File: src/rtl/cp_mc_write_ram_pkg.sv
// Shared types and helpers for the multi-channel RAM write controller.
// Holds the FSM state encoding, error bit positions and address-span arithmetic.
package cp_write_ram_pkg;

    typedef enum logic [1:0] {
        ST_IDLE,
        ST_RUN,
        ST_FLUSH,
        ST_DONE
    } state_t;

    localparam int unsigned ERR_LEN = 0;
    localparam int unsigned ERR_OVF = 1;

    function automatic int unsigned id_width(input int unsigned n);
        return (n > 1) ? $clog2(n) : 1;
    endfunction

    function automatic longint unsigned ch_span(input int unsigned data_num,
                                                input int unsigned add_addr);
        return longint'(data_num) * longint'(add_addr);
    endfunction

    function automatic longint unsigned bank_span(input int unsigned num_ch,
                                                  input int unsigned data_num,
                                                  input int unsigned add_addr);
        return longint'(num_ch) * ch_span(data_num, add_addr);
    endfunction

endpackage

File: src/rtl/cp_mc_write_ram_delay.sv
// Fixed-depth register delay line with asynchronous active-low reset.
// DEPTH = 0 degenerates to a plain wire.
module delay_data #(
    parameter int unsigned WIDTH = 8,
    parameter int unsigned DEPTH = 1
) (
    input  logic             clk,
    input  logic             rst_n,
    input  logic [WIDTH-1:0] din,
    output logic [WIDTH-1:0] dout
);

    generate
        if (DEPTH == 0) begin : g_wire
            assign dout = din;
        end else begin : g_pipe
            logic [WIDTH-1:0] pipe [DEPTH];

            always_ff @(posedge clk or negedge rst_n) begin
                if (!rst_n) begin
                    for (int unsigned i = 0; i < DEPTH; i++) begin
                        pipe[i] <= '0;
                    end
                end else begin
                    pipe[0] <= din;
                    for (int unsigned i = 1; i < DEPTH; i++) begin
                        pipe[i] <= pipe[i-1];
                    end
                end
            end

            assign dout = pipe[DEPTH-1];
        end
    endgenerate

endmodule

File: src/rtl/cp_mc_write_ram.sv
// Multi-channel frame-based RAM write controller: per-channel regions with ping-pong banks,
// per-channel frame length checking and a completion pulse once the last write has left.
module cp_mc_write_ram
    import cp_write_ram_pkg::*;
#(
    parameter int unsigned DATA_WIDTH = 128,
    parameter int unsigned ADDR_WIDTH = 32,
    parameter int unsigned NUM_CH     = 4,
    parameter int unsigned DATA_NUM   = 1024,
    parameter int unsigned ADD_ADDR   = 16,
    parameter int unsigned PIPE_DLY   = 2,
    parameter int unsigned PING_PONG  = 1
) (
    input  logic                            clk,
    input  logic                            rst_n,
    input  logic                            i_start,
    input  logic [ADDR_WIDTH-1:0]           i_cfg_base,
    input  logic [DATA_WIDTH-1:0]           i_data,
    input  logic                            i_data_valid,
    input  logic                            i_data_last,
    input  logic [id_width(NUM_CH)-1:0]     i_data_ch,
    input  logic [DATA_WIDTH/8-1:0]         i_data_strb,
    output logic [DATA_WIDTH-1:0]           o_wr_data,
    output logic [ADDR_WIDTH-1:0]           o_wr_addr,
    output logic                            o_wr_en,
    output logic [DATA_WIDTH/8-1:0]         o_wr_wea,
    output logic                            o_busy,
    output logic                            o_bank,
    output logic                            o_finish,
    output logic [1:0]                      o_err
);

    localparam int unsigned CH_W     = id_width(NUM_CH);
    localparam int unsigned CNT_W    = id_width(DATA_NUM);
    localparam int unsigned STRB_W   = DATA_WIDTH / 8;
    localparam int unsigned FLUSH_W  = id_width(PIPE_DLY);
    localparam int unsigned BUNDLE_W = 1 + ADDR_WIDTH + STRB_W;

    localparam logic [ADDR_WIDTH-1:0] CH_SPAN   = ADDR_WIDTH'(ch_span(DATA_NUM, ADD_ADDR));
    localparam logic [ADDR_WIDTH-1:0] BANK_SPAN = ADDR_WIDTH'(bank_span(NUM_CH, DATA_NUM, ADD_ADDR));
    localparam logic [ADDR_WIDTH-1:0] STEP      = ADDR_WIDTH'(ADD_ADDR);
    localparam logic [CNT_W-1:0]      CNT_LAST  = CNT_W'(DATA_NUM - 1);
    localparam logic [FLUSH_W-1:0]    FLUSH_END = FLUSH_W'(PIPE_DLY - 1);

    state_t                 state;
    logic [ADDR_WIDTH-1:0]  base;
    logic                   bank;
    logic [NUM_CH-1:0]      done;
    logic [CNT_W-1:0]       cnt [NUM_CH];
    logic [FLUSH_W-1:0]     flush_cnt;

    logic [CH_W-1:0]        ch;
    logic [CNT_W-1:0]       cur_cnt;
    logic [NUM_CH-1:0]      ch_bit;
    logic                   beat_ok;
    logic                   beat_drop;
    logic                   at_last;
    logic                   completes;
    logic                   len_err;
    logic                   all_done_next;
    logic [ADDR_WIDTH-1:0]  beat_addr;

    always_comb begin
        ch            = i_data_ch;
        cur_cnt       = cnt[ch];
        ch_bit        = '0;
        ch_bit[ch]    = 1'b1;
        beat_ok       = (state == ST_RUN) && i_data_valid && !done[ch];
        beat_drop     = (state == ST_RUN) && i_data_valid && done[ch];
        at_last       = (cur_cnt == CNT_LAST);
        completes     = i_data_last || at_last;
        len_err       = i_data_last != at_last;
        all_done_next = &(done | ch_bit);
        beat_addr     = base + ADDR_WIDTH'(ch) * CH_SPAN + (bank ? BANK_SPAN : '0)
                      + ADDR_WIDTH'(cur_cnt) * STEP;
    end

    always_ff @(posedge clk or negedge rst_n) begin
        if (!rst_n) begin
            state     <= ST_IDLE;
            base      <= '0;
            bank      <= 1'b0;
            done      <= '0;
            flush_cnt <= '0;
            o_busy    <= 1'b0;
            o_finish  <= 1'b0;
            o_err     <= '0;
            for (int unsigned i = 0; i < NUM_CH; i++) begin
                cnt[i] <= '0;
            end
        end else begin
            o_finish <= 1'b0;
            unique case (state)
                ST_IDLE: begin
                    if (i_start) begin
                        state  <= ST_RUN;
                        base   <= i_cfg_base;
                        done   <= '0;
                        o_err  <= '0;
                        o_busy <= 1'b1;
                        for (int unsigned i = 0; i < NUM_CH; i++) begin
                            cnt[i] <= '0;
                        end
                    end
                end
                ST_RUN: begin
                    if (beat_drop) begin
                        o_err[ERR_OVF] <= 1'b1;
                    end
                    if (beat_ok) begin
                        if (len_err) begin
                            o_err[ERR_LEN] <= 1'b1;
                        end
                        // A completing beat freezes the counter so it keeps the final index.
                        if (completes) begin
                            done[ch] <= 1'b1;
                        end else begin
                            cnt[ch] <= cur_cnt + 1'b1;
                        end
                        if (completes && all_done_next) begin
                            state     <= ST_FLUSH;
                            flush_cnt <= '0;
                        end
                    end
                end
                ST_FLUSH: begin
                    if (flush_cnt == FLUSH_END) begin
                        state    <= ST_DONE;
                        o_finish <= 1'b1;
                        o_busy   <= 1'b0;
                    end else begin
                        flush_cnt <= flush_cnt + 1'b1;
                    end
                end
                ST_DONE: begin
                    state <= ST_IDLE;
                    if (PING_PONG != 0) begin
                        bank <= ~bank;
                    end
                end
            endcase
        end
    end

    assign o_bank = bank;

    logic [DATA_WIDTH-1:0] s1_data;
    logic [ADDR_WIDTH-1:0] s1_addr;
    logic                  s1_en;
    logic [STRB_W-1:0]     s1_wea;

    always_ff @(posedge clk or negedge rst_n) begin
        if (!rst_n) begin
            s1_data <= '0;
            s1_addr <= '0;
            s1_en   <= 1'b0;
            s1_wea  <= '0;
        end else begin
            s1_data <= i_data;
            s1_en   <= beat_ok;
            s1_addr <= beat_ok ? beat_addr : '0;
            s1_wea  <= beat_ok ? i_data_strb : '0;
        end
    end

    logic [BUNDLE_W-1:0] ctl_out;

    delay_data #(
        .WIDTH (DATA_WIDTH),
        .DEPTH (PIPE_DLY - 1)
    ) u_dly_data (
        .clk   (clk),
        .rst_n (rst_n),
        .din   (s1_data),
        .dout  (o_wr_data)
    );

    delay_data #(
        .WIDTH (BUNDLE_W),
        .DEPTH (PIPE_DLY - 1)
    ) u_dly_ctl (
        .clk   (clk),
        .rst_n (rst_n),
        .din   ({s1_en, s1_addr, s1_wea}),
        .dout  (ctl_out)
    );

    assign {o_wr_en, o_wr_addr, o_wr_wea} = ctl_out;

endmodule
File: config.mk
export PLATFORM = sky130hd
export DESIGN_NAME = cp_mc_write_ram
export DESIGN_NICKNAME = d
export VERILOG_FILES = /design/src/rtl/cp_mc_write_ram_pkg.sv /design/src/rtl/cp_mc_write_ram_delay.sv /design/src/rtl/cp_mc_write_ram.sv
export SDC_FILE = /design/constraint.sdc
export NUM_CORES = 1
export LEC_CHECK = 0
export CAP_MARGIN = 40
export CORE_MARGIN = 5
export CORE_UTILIZATION = 40
export DETAILED_ROUTE_END_ITERATION = 6
export PLACE_DENSITY = 0.68
export SLEW_MARGIN = 20
export SYNTH_ARGS = -nofsm -noshare
export SYNTH_HDL_FRONTEND = slang
export SYNTH_SLANG_ARGS = --single-unit
File: constraint.sdc
create_clock -name clk -period 3.25 [get_ports clk]
set_input_delay 0.4875 -clock clk [delete_from_list [all_inputs] [get_ports clk]]
set_output_delay 0.4875 -clock clk [all_outputs]
set_load 0.01 [all_outputs]
* After elaboration in Yosys (flattened, before gate mapping)
Cells that the tools add are included.
** Word-level totals
- Bits of input ports :: 183
- Memories :: 0
- Bits in read-only memories :: 0
- Logic and storage cells :: 105
- Bits in latches :: 0
- Register bits after elaboration :: 438
- Memory bits (writable) :: 0
- Output and inout port bits :: 182
** Operators by class
- Order comparisons :: 4
- Add/subtract/negate cells :: 5
- Bitwise operators :: 3
- Shift-type cells :: 0
- Multipliers :: 0
- Mux-type cells :: 40
- Equal/unequal tests :: 13
- Reductions and logical operators :: 21
- Divide/modulo/power cells :: 0
** Operator list (count)
- $mux 40 :: 3
- $pmux 40 s2 :: 1
- $bwmux 40 :: 1
- $add 32x14->32 :: 1
- $add 32x16->32 :: 1
- $add 32x17->32 :: 1
- $mux 32 :: 1
- $mux 10 :: 3
- $bmux 10 s2 :: 1
- $demux 10 s2 :: 1
- $reduce_and 4->1 :: 5
- $mux 17 :: 1
- $mux 16 :: 1
- $ne 2x2->1 const B :: 7
- $mux 1 :: 12
- $mux 4 :: 3
- $add 10x1->10 const B :: 1
- $eq 10x10->1 const B :: 1
- $mux 2 :: 5
- $reduce_and 3->1 :: 3
- $pmux 2 s4 :: 1
- $pmux 4 s2 :: 1
- $logic_and 1x1->1 :: 6
- $reduce_bool 2->1 :: 3
- 20 further kinds :: 22

* Logic depth before layout (Yosys ltp)
- Depth after elaboration :: 10
- Gate-level depth with buffers :: 13
- Gate-level depth less buffers :: 10

* Hierarchy
From an unflattened synthesis, not the netlist that was laid out.
** Unflattened totals
- Cell total of the unflattened synthesis :: 874
- Area total of the unflattened synthesis :: 13928.4 µm²
** By module, submodules not included
- cp_mc_write_ram :: cells an instance 697, area an instance 9499.1 µm², seq. area each 6531.3 µm², times used 1
- delay_data (u_dly_data) :: cells an instance 128, area an instance 3203.1 µm², seq. area each 3203.1 µm², times used 1
- delay_data (u_dly_ctl) :: cells an instance 49, area an instance 1226.2 µm², seq. area each 1226.2 µm², times used 1

* Least setup slack after synthesis
Ideal clock, no wire load.
- Path type :: input to register
- From :: input i_data_ch[0]
- To :: register s1_addr[30]
- Arrival :: 3264 ps
- Setup time :: 136 ps
- Data required time :: 3114 ps
- Slack :: -150 ps
- Stages on the path :: 11
- Buffers on the path :: 3
- Cells stage by stage :: buf_6 clkbuf_1 mux4_2 ha_1 a21oi_1 o21ai_0 a31o_2 a211oi_1 clkbuf_1 or3_1 a21oi_1
** Between the ends
- Cells in the longest elaborated chain, start to end :: 6
- Elaborated cells between the ends (all ways) :: 12
- Classes of those cells :: add/sub: 3; mux: 6; bitwise: 1; reduce/logical: 2
** RTL lines
- start: declaration :: line cp_mc_write_ram.sv:21 : input logic [id_width(NUM_CH)-1:0] i_data_ch,
- branches (longest 5 deep; another with $add 32x16->32)
- $mux 32 * :: line cp_mc_write_ram.sv:161 : s1_addr <= beat_ok ? beat_addr : '0;
- end signal: assignment :: line cp_mc_write_ram.sv:161
- end: declaration :: line cp_mc_write_ram.sv:148 : logic [ADDR_WIDTH-1:0] s1_addr;
Every way passes the cells marked *. The select of a mux whose other input is x is not followed.
A chain may end at the register's enable or synchronous reset.

* Final worst setup path
- From :: input i_data_ch[0]
- To :: register s1_addr[24]
The elaborated chain is that of the path after synthesis.

==> parameters.txt <==
Parameter                              Value

Timing
  Max-slew violation count ... 0
  Final total negative setup slack ... 0 ns
  Worst slew margin ... 0.6364
  Transition time of the tightest slew-check pin ... 0.5455 ns
  Final setup slack of the worst path ... 0.1854 ns
  Number of hold violations in the final report ... 0
  Setup clock skew after layout ... 0.02180 ns
  Worst hold margin ... 0.3360 ns
  Number of failing setup endpoints in the final timing report ... 0
  Max Freq ... 326.3 MHz
  Min cycle time layout ... 3.065 ns
  Unrepaired setup endpoints after global routing ... false
  Period utilisation layout ... 0.9430

Final layout
  Final net count ... 1495
  Ant diodes ... 0
  Final cell count without fillers ... 1777
  Layout cells sized above 1 ... 0.1316
  Post-synthesis to final-layout area growth ... 43.90%

Route
  Mean number of vias per cell ... 4.639
  Number of detailed-route iterations in the first pass ... 4
  Remaining DRCs ... 0
  Count of antenna-violating nets left after detailed routing ... 0
  Count of routing violations after the opening detailed-route iteration ... 330
  Vias ... 8243
  Wire per inst ... 19.55 µm
  DRT Wirelength ... 34.74 mm

Floorplan
  Num ports ... 365
  Die extent in x ... 195.8 µm
  Die outline area ... 0.03834 mm²
  Number of placement rows ... 68
  Core area ... 0.03429 mm²
  Effective utilization at floorplan ... 0.4028
  Overall die height ... 195.8 µm

Worst hold path
  Classification of the worst-slack hold path ... flop to flop

CTS
  CTS Root Buffer Type ... clkbuf_16
  Setup Fix Bufs, Post-CTS ... 0
  Skew-Pair Late Insertion Delay ... 0.56 ns
  Inserted Clock Buffers ... 45
  Clk slew on worst S/H paths ... 0.06 ns
  Post_cts resized ... 0
  Maximum level of the CTS H-tree ... 2
  Sink Count ... 438
  Clk buf depth ... 3
  Clock tree from TritonCTS ... yes

Pwr
  Seq pwr share ... 0.466
  Static leakage ... 8.839 nW
  Switching component of the power ... 3.598 mW
  Part of the total power dissipated in the clock network ... 0.356
  Switching share of power ... 0.2587
  Power share of the combinational group ... 0.178
  Internal power ... 10.31 mW
  Worst-case vdd ir drop ... 0.0004381 V
  Design Power ... 13.91 mW
  Power density normalized to cell area ... 699.9 mW/mm²

Critical path
  WP data required ... 3.73 ns
  Crit end category ... flop
  Largest fanout on the critical path ... 13
  Startpoint-to-endpoint class of the critical path ... input pin to flop
  Type of element launching the critical path ... input pin
  Arrival time worst endpoint ... 3.54 ns

Yosys
  Synthesized area per cell ... 16.12 µm²
  Number of enable-type register cells in the synthesized netlist ... 0
  Most frequent cell after synthesis ... dfrtp_1
  Net count of the mapped netlist ... 1060
  Cell taking the most area after synthesis ... dfrtp_1
  Total standard cell area after synthesis ... 0.01381 mm²
  Portion of the post-synthesis area used by sequential elements ... 0.7936
  Unique masters post-synth ... 48
  Share of Yosys cell area claimed by the top area cell type ... 0.7936
  Register bit total from synthesis ... 438
  Syn. warnings ... 0
  Most frequently used flop master after synthesis ... dfrtp_1
  Synthesized netlist cell count ... 857
  Most area-consuming cells after synthesis ... dfrtp_1, mux2_2, o21ai_0
  Most instantiated cells after synthesis ... dfrtp_1, o21ai_0, nand3_1
  Async set or reset register ratio after synthesis ... 1.000

Global routing
  Via count of the first global-routing pass ... 8583
  Total overflow reported by the global router ... 0
  Number of antenna violations at the first check in global routing ... 4
  All-Layer GR Usage ... 0.1798
  Pin count of the biggest net entering global routing ... 84
  Global-route wire length before repair ... 52.52 mm

Place
  Detail Placement HPWL ... 25.55 mm
  Placed cell count ... 1699
  Pre-CTS setup slack ... -0.3805 ns
  Port-buffer cells ... 364
  Global placer's final weighted congestion ... 0.8423

Status
  Result of the run ... completed

Flow run
  Count of maximum capacitance violations ... 0
==> power by group through the flow <==
stage               clock network, mW  registers [mW]  logic, mW
finish                           4.96            6.48       2.47
floorplan                           0            6.57       1.13
global placement                    0            6.56       2.46
detailed placement                  0            6.58       2.49
global route                     5.32            6.56       2.72
CTS                              5.11            6.49       2.51
==> flip-flops by register name, summed over array words and instances (netlist names) <==
name / count
o_err: 2
state: 2
base: 32
u_dly_data.dout: 128
o_finish: 1
s1_addr: 32
flush_cnt: 1
s1_wea: 16
s1_en: 1
s1_data: 128
done: 4
o_bank: 1
u_dly_ctl.dout: 49
o_busy: 1
cnt: 40
==> cells by family after synthesis <==
group           synth area share
flops                     0.7936
simple gates             0.06070
compound gates           0.04901
buf+inv                  0.01386
mux                      0.04702
xor+xnor                 0.01712
fa+ha+maj                0.01866
==> layout make-up <==
class	instances	area, µm²
clock buffer	60	1262
clock inverter	17	183.9
fill	2647	14410
inverter	16	60.06
multi-input combinational	372	2661
sequential	438	10960
tap	455	569.3
timing repair buffer	419	4177
==> critical path: stages <==
cell,delay (ns)
clkdlybuf4s50_1,0.50
buf_12,0.14
buf_4,0.14
mux4_2,0.56
ha_1,0.36
a21oi_1,0.09
o21ai_0,0.24
a31o_2,0.21
a211oi_1,0.07
buf_4,0.18
or4_1,0.47
nand2_1,0.09
==> layout by cell type (no fill, tap or decap), types with 16 or more instances in the layout <==
cell type	count
xnor2_1	17
mux2_2	32
and2_1	26
inv_1	16
nor2_1	32
buf_4	45
clkdlybuf4s50_1	363
a21oi_1	25
o21ai_0	50
ha_1	19
nand2_1	29
clkbuf_16	45
dfrtp_1	438
nand3_1	46
==> through the flow <==
step                utilization  area, µm²
global placement         0.5371      18420
finish                   0.5796      19870
CTS                      0.5796      19870
detailed placement       0.5371      18420
floorplan                     -      13810
global route             0.5796      19870
==> metal layers <==
metal  wire [µm]  track usage  up-vias
li1            -            -     3791
met1       13720       0.2214     4124
met2       17370       0.3021      259
met3        2690      0.05993       61
met4         903      0.05741        8
met5          59            0        -
==> repair_timing <==
action	4_1_cts	5_1_grt
hold buffers	1	0
setup endpoints to repair	0	0
endpoints found under the hold margin	59	0
==> worst paths after layout <==
| path | start | endpoint | slack [ns] | cells after the start |
|---|---|---|---|---|
| max reg2reg | cnt[0]$_DFFE_PN0P_ | s1_addr[30]$_DFF_PN0_ | 0.42 | 11 |
| min reg2reg | s1_data[52]$_DFF_PN0_ | u_dly_data.dout[52]$_DFF_PN0_ | 0.34 | 0 |
| max | i_data_ch[0] | s1_addr[24]$_DFF_PN0_ | 0.19 | 12 |
| max in group asynchronous | rst_n | s1_data[127]$_DFF_PN0_ | 1.94 | 3 |
| min in group asynchronous | rst_n | s1_data[35]$_DFF_PN0_ | 0.48 | 2 |
| min | s1_data[52]$_DFF_PN0_ | u_dly_data.dout[52]$_DFF_PN0_ | 0.34 | 0 |
(Power assumes the default switching activity.)
